--- config.mk ---
export PLATFORM = sky130hd
export DESIGN_NAME = xbar_slave_arbiter_flat
export DESIGN_NICKNAME = d
export VERILOG_FILES = /design/src/rtl/xbar_slave_arbiter_pkg.sv /design/src/rtl/xbar_slave_arbiter_if.sv /design/src/rtl/xbar_slave_arbiter_rr_priority_picker.sv /design/src/rtl/xbar_slave_arbiter.sv /design/src/flat_wrapper.sv
export SDC_FILE = /design/constraint.sdc
export NUM_CORES = 1
export LEC_CHECK = 0
export CORE_MARGIN = 1
export CORE_UTILIZATION = 53
export DETAILED_ROUTE_END_ITERATION = 10
export PLACE_DENSITY = 0.89
export RECOVER_POWER = 25
export SLEW_MARGIN = 20
export SYNTH_ARGS = -nofsm -noshare
export SYNTH_HDL_FRONTEND = slang
export SYNTH_SLANG_ARGS = --single-unit
--- constraint.sdc ---
create_clock -name clk -period 2.82 [get_ports clk]
set_input_delay 0.423 -clock clk [delete_from_list [all_inputs] [get_ports clk]]
set_output_delay 0.423 -clock clk [all_outputs]
set_load 0.02 [all_outputs]
--- src/rtl/xbar_slave_arbiter_pkg.sv ---
// Shared types and helpers for the crossbar slave-port arbiter.
// Holds the FSM state type, the one-hot to index encoder and the default watchdog limit.
package xbar_arb_pkg;

  localparam int unsigned MaxDevices           = 32;
  localparam int unsigned DefaultTimeoutCycles = 256;

  typedef enum logic [0:0] {
    enIDLE = 1'b0,
    enBUSY = 1'b1
  } arb_state_t;

  // Returns 0 for an all-zero vector, so an idle grant encodes as index 0.
  function automatic int unsigned onehot_to_idx(input logic [MaxDevices-1:0] onehot);
    int unsigned idx;
    idx = 0;
    for (int i = 0; i < MaxDevices; i++) begin
      if (onehot[i]) begin
        idx = idx | i;
      end
    end
    return idx;
  endfunction

endpackage

--- src/rtl/xbar_slave_arbiter_if.sv ---
// Request/grant bundle between the masters' _req lines, the slave-port parser and the arbiter.
// The arbiter sits on the slave modport; the request/finish side drives the master modport.
interface xbar_slave_arbiter_if #(
  parameter int unsigned QTY_OF_DEVICES = 4
) ();

  localparam int unsigned IdW = (QTY_OF_DEVICES > 1) ? $clog2(QTY_OF_DEVICES) : 1;

  logic [QTY_OF_DEVICES-1:0] master_req;
  logic                      session_is_finished;
  logic [QTY_OF_DEVICES-1:0] granted_master;
  logic [IdW-1:0]            granted_id;
  logic                      busy;
  logic                      timeout_abort;

  modport master (
    output master_req,
    output session_is_finished,
    input  granted_master,
    input  granted_id,
    input  busy,
    input  timeout_abort
  );

  modport slave (
    input  master_req,
    input  session_is_finished,
    output granted_master,
    output granted_id,
    output busy,
    output timeout_abort
  );

endinterface

--- src/rtl/xbar_slave_arbiter_rr_priority_picker.sv ---
// Combinational round-robin picker: first set request at or above ptr, wrapping modulo N.
// The request vector is doubled so the wrap becomes a plain lowest-bit priority search.
module rr_priority_picker #(
  parameter int unsigned N    = 4,
  parameter int unsigned PtrW = 2
) (
  input  logic [N-1:0]    req,
  input  logic [PtrW-1:0] ptr,
  output logic [N-1:0]    pick
);

  logic [2*N-1:0] dbl;
  logic [2*N-1:0] masked;
  logic           found;

  always_comb begin
    dbl    = {req, req};
    masked = '0;
    pick   = '0;
    found  = 1'b0;
    // Only the lower copy is masked, so every pending request is still reachable.
    for (int i = 0; i < 2 * N; i++) begin
      masked[i] = dbl[i] & (i >= int'(ptr));
    end
    for (int i = 0; i < 2 * N; i++) begin
      if (masked[i] && !found) begin
        pick[i % N] = 1'b1;
        found       = 1'b1;
      end
    end
  end

endmodule

--- src/rtl/xbar_slave_arbiter.sv ---
// Round-robin grant owner for one crossbar slave port, with a session watchdog.
// A grant is held until the parser finishes or the watchdog aborts the session.
module xbar_slave_arbiter
  import xbar_arb_pkg::*;
#(
  parameter int unsigned QTY_OF_DEVICES = 4,
  parameter int unsigned TIMEOUT_CYCLES = DefaultTimeoutCycles
) (
  input logic                 clk,
  input logic                 rst_n,
  xbar_slave_arbiter_if.slave bus
);

  localparam int unsigned N   = QTY_OF_DEVICES;
  localparam int unsigned IdW = (N > 1) ? $clog2(N) : 1;
  localparam int unsigned WdW = $clog2(TIMEOUT_CYCLES);

  arb_state_t     state_q, state_d;
  logic [N-1:0]   grant_q, grant_d;
  logic [IdW-1:0] ptr_q, ptr_d;
  logic [WdW-1:0] wd_q, wd_d;

  logic [N-1:0]   pick;
  logic [N-1:0]   grant_masked;
  logic [IdW-1:0] grant_idx;
  logic [IdW-1:0] next_ptr;
  logic           finish;
  logic           wd_expired;
  logic           abort;

  rr_priority_picker #(
    .N    (N),
    .PtrW (IdW)
  ) u_picker (
    .req  (bus.master_req),
    .ptr  (ptr_q),
    .pick (pick)
  );

  assign finish     = bus.session_is_finished;
  assign grant_idx  = IdW'(onehot_to_idx(MaxDevices'(grant_q)));
  assign next_ptr   = (grant_idx == IdW'(N - 1)) ? '0 : grant_idx + 1'b1;
  assign wd_expired = (wd_q == WdW'(TIMEOUT_CYCLES - 1));

  always_comb begin
    state_d = state_q;
    grant_d = grant_q;
    ptr_d   = ptr_q;
    wd_d    = wd_q;
    abort   = 1'b0;
    case (state_q)
      enIDLE: begin
        if (|bus.master_req) begin
          grant_d = pick;
          wd_d    = '0;
          state_d = enBUSY;
        end
      end
      enBUSY: begin
        wd_d = wd_q + 1'b1;
        // Finish takes precedence over a coincident watchdog expiry.
        if (finish) begin
          grant_d = '0;
          ptr_d   = next_ptr;
          state_d = enIDLE;
        end else if (wd_expired) begin
          abort   = 1'b1;
          grant_d = '0;
          ptr_d   = next_ptr;
          state_d = enIDLE;
        end
      end
      default: begin
        grant_d = '0;
        state_d = enIDLE;
      end
    endcase
  end

  always_ff @(posedge clk) begin
    if (!rst_n) begin
      state_q <= enIDLE;
      grant_q <= '0;
      ptr_q   <= '0;
      wd_q    <= '0;
    end else begin
      state_q <= state_d;
      grant_q <= grant_d;
      ptr_q   <= ptr_d;
      wd_q    <= wd_d;
    end
  end

  // Hide the grant on the finish edge so the parser cannot restart on a stale grant.
  assign grant_masked       = grant_q & ~{N{finish}};
  assign bus.granted_master = grant_masked;
  assign bus.granted_id     = IdW'(onehot_to_idx(MaxDevices'(grant_masked)));
  assign bus.busy           = (state_q == enBUSY);
  assign bus.timeout_abort  = abort;

endmodule

--- src/flat_wrapper.sv ---
// flat-port wrapper written by rule: the top's interface ports become plain ports
module xbar_slave_arbiter_flat import xbar_arb_pkg::*;
#(
  parameter int unsigned QTY_OF_DEVICES = 4,
  parameter int unsigned TIMEOUT_CYCLES = DefaultTimeoutCycles
)
  (clk, rst_n, bus_master_req, bus_session_is_finished, bus_granted_master, bus_granted_id, bus_busy, bus_timeout_abort);
  xbar_slave_arbiter_if #(.QTY_OF_DEVICES(QTY_OF_DEVICES)) bus_i ();
  input logic clk;
  input logic rst_n;
  input wire logic [$bits(bus_i.master_req)-1:0] bus_master_req;
  input wire logic [$bits(bus_i.session_is_finished)-1:0] bus_session_is_finished;
  output wire logic [$bits(bus_i.granted_master)-1:0] bus_granted_master;
  output wire logic [$bits(bus_i.granted_id)-1:0] bus_granted_id;
  output wire logic [$bits(bus_i.busy)-1:0] bus_busy;
  output wire logic [$bits(bus_i.timeout_abort)-1:0] bus_timeout_abort;
  assign bus_i.master_req = bus_master_req;
  assign bus_i.session_is_finished = bus_session_is_finished;
  assign bus_granted_master = bus_i.granted_master;
  assign bus_granted_id = bus_i.granted_id;
  assign bus_busy = bus_i.busy;
  assign bus_timeout_abort = bus_i.timeout_abort;
  xbar_slave_arbiter #(.QTY_OF_DEVICES(QTY_OF_DEVICES), .TIMEOUT_CYCLES(TIMEOUT_CYCLES)) u_core (.clk(clk), .rst_n(rst_n), .bus(bus_i));
endmodule
==> summary.txt <==
Status
  – Outcome: completed

Placement
  – Routability Congestion: 0.766
  – Number of I/O port buffers: 14
  – Post-DP HPWL: 1.26 mm
  – Placed insts: 121
  – Post-DP Area: 935 um2

Synthesis
  – Fraction of the mapped netlist area in adder cells: 1.60%
  – Synth cell count leaders: dfxtp_1, nor2_1, nand2_1
  – Synth warn: 0
  – Post-synthesis sequential area ratio: 38.5%
  – Synth Area in XOR/XNOR: 4.49%
  – Synth area leader: dfxtp_1
  – Synth unique cells: 32
  – Number of synthesized register bits: 15
  – Largest family of logic cells by synthesized area: simple AND/OR/NAND/NOR gates
  – Post-synth EDFFs: 0
  – Post-synth ARST share: 0%
  – Ranking of synthesized cells by area: dfxtp_1, nor2_1, a21oi_1
  – Simple-Gate Fraction of Synth Area: 30.4%
  – Synthesized area: 781 um2
  – Most numerous cell in the Yosys netlist: dfxtp_1
  – Syn Nets: 101
  – Compound-Gate Fraction of Synth Area: 21.2%
  – Share of the synthesized area in the top cell type: 38.5%
  – Syn Area/Cell: 8.40 um2
  – Post-synthesis mux area share: 1.28%
  – Top FF cell, synth: dfxtp_1
  – Cells after Synth: 93

Pwr
  – Tot Pwr: 414 uW
  – Power Density: 437 nW/um2
  – Leak: 0.353 nW
  – Max VDD drop: 0.330 mV

Layout
  – Reg area: 300 um2
  – Fillcell total: 116
  – Post-route cell area: 948 um2
  – Nets: 119
  – Share of post-route cells with drive strength above 1: 9.09%
  – Post-Layout Cell Count: 125
  – Area Overhead vs Synth: 21.5%
  – Multi-input gate area: 448 um2
  – N_diodes: 0

Worst setup path
  – Crit-path max FO: 7
  – CP bufs+invs: 1
  – Worst path max stage delay: 0.62 ns
  – Worst Setup Start Kind: flip-flop
  – CP endpoint kind: output pin
  – CP delay by family, top: simple AND/OR/NAND/NOR gates
  – Critical path's slowest cell: clkdlybuf4s50_1
  – Worst path cell trace: ha_1 > and2_1 > nand4_1 > nor2_1 > clkdlybuf4s50_1
  – Crit Path Class: flip-flop to output pin
  – Worst Path Arrival: 2.12 ns
  – Required @ worst endpoint: 2.40 ns

STA
  – Worst-Margin Slew: 0.300 ns
  – Clk_skew: 0.0131 ns
  – RSZ-0062 raised after global routing: no
  – Minimum clock period: 2.54 ns
  – FMAX: 394 MHz
  – Hold Fails Final Rpt: 0
  – Slew headroom: 80.0%
  – Setup TNS: 0 ns
  – Fin crit share: 90.0%
  – Fin. max-slew vios: 0
  – Final Setup Violations: 0

GRT
  – Number of global-route vias before repair: 609
  – Largest net degree at the start of global routing: 12
  – Initial antenna violation count: 0
  – Total track usage: 24.0%
  – Global route total overflow: 0
  – First-pass GRT wire length: 2.53 mm

Clocking
  – Clk sinks: 15
  – # hold bufs at CTS: 0
  – Clock transition at path regs: 0.08 ns
  – TritonCTS buffer count: 3
  – Setup Buffers After CTS: 0
  – CTS tree: yes
  – Skew-Pair Late Insertion Delay: 0.29 ns
  – Clock root buffer: clkbuf_4
  – Post-cts sizing count: 0
  – H-tree Lvls: 1
  – Clock buffer depth: 2

Floorplanning
  – Die outline height: 40.4 um
  – Die Width: 40.4 um
  – # rows: 13
  – Ports: 15
  – Die area: 1630 um2
  – Starting Density: 58.5%
  – Core box area: 1330 um2

Detailed routing
  – WL/cell: 13.2 um
  – Via-to-Cell Ratio: 5.98
  – WL final: 1.65 mm
  – Post-DRT Antenna Nets: 0
  – DRC viols: 0
  – DR pass1 iterations: 4
  – Via count: 748
  – DR iter-0 viols: 11

Job
  – Max Cap Viol: 0

Worst hold path
  – Worst hold path type: flip-flop to flip-flop
-- where the power goes --
part / internal (mW) / switching, mW / total (mW)
registers: 0.218 / 0.00635 / 0.224
clock network: 0.0550 / 0.0703 / 0.125
logic: 0.0312 / 0.0332 / 0.0644
total: 0.304 / 0.110 / 0.414
-- routing by layer --
metal	global-route usage (%)	wire [um]
met1	29.9	768
met4	8.33	8
met2	38.1	767
met5	0	0
met3	8.33	103
-- state kept, by name (all words and copies together), names as in the netlist --
register,cells
u_core.ptr_q,2
u_core.bus.busy,1
u_core.wd_q,8
u_core.grant_q,4
-- through the flow --
| stage | worst slack [ns] | hold WS, ns | utilization, % |
|---|---|---|---|
| after global placement | 0.557 | 0.461 | 70.1 |
| after CTS | 0.361 | 0.470 | 72.0 |
| final | 0.281 | 0.477 | 71.1 |
| after floorplan | 1.02 | 0.437 | - |
| after detailed placement | 0.487 | 0.451 | 70.1 |
| after global routing | 0.127 | 0.498 | 71.1 |
-- logic make-up after synthesis --
| family | after synthesis |
|---|---|
| simple gates | 45 |
| compound gates | 23 |
| flops | 15 |
| xor+xnor | 4 |
| buf+inv | 4 |
| mux | 1 |
| fa+ha+maj | 1 |
-- path summary, 6_finish.rpt --
check / to / slack [ns] / startpoint / cells after the start
hold / removal: u_core.grant_q[0]$_SDFFE_PN0P_ / 0.48 / u_core.grant_q[0]$_SDFFE_PN0P_ / 1
setup reg to reg: u_core.grant_q[0]$_SDFFE_PN0P_ / 1.15 / u_core.wd_q[0]$_SDFFE_PN0P_ / 5
hold reg to reg: u_core.grant_q[0]$_SDFFE_PN0P_ / 0.48 / u_core.grant_q[0]$_SDFFE_PN0P_ / 1
setup / recovery: bus_timeout_abort / 0.28 / u_core.wd_q[0]$_SDFFE_PN0P_ / 5
-- placed cells by master (no fill, tap or decap) --
master	synthesis	final
or4_1	0	1
nor2_1	14	15
o211ai_1	2	2
and2_1	1	1
and3_4	1	1
o2bb2ai_1	2	2
xor2_1	1	1
clkbuf_1	0	1
nand2_1	8	8
a211o_1	2	2
a22oi_1	1	1
and4_1	1	1
xnor2_1	3	3
buf_4	1	1
inv_2	2	2
nand3_1	5	5
or2_1	2	2
and3_1	1	1
nor3_1	1	1
o22ai_1	5	5
clkdlybuf4s50_1	0	13
a21oi_1	7	7
a32o_2	2	2
dfxtp_1	15	15
mux2i_1	1	1
nand4_1	1	2
a31oi_1	1	1
ha_1	1	1
nand2b_1	3	3
a211oi_2	1	1
clkbuf_4	0	3
nor2b_1	4	4
dlygate4sd3_1	0	1
-- final cells by class --
class | instances | share of cell area [%]
multi-input cells | 74 | 47.2
flip-flops and latches | 15 | 31.7
well taps | 15 | 1.98
clock buffers | 4 | 2.77
repair buffers | 15 | 15.6
inverters | 2 | 0.792
(Power assumes the default switching activity.)
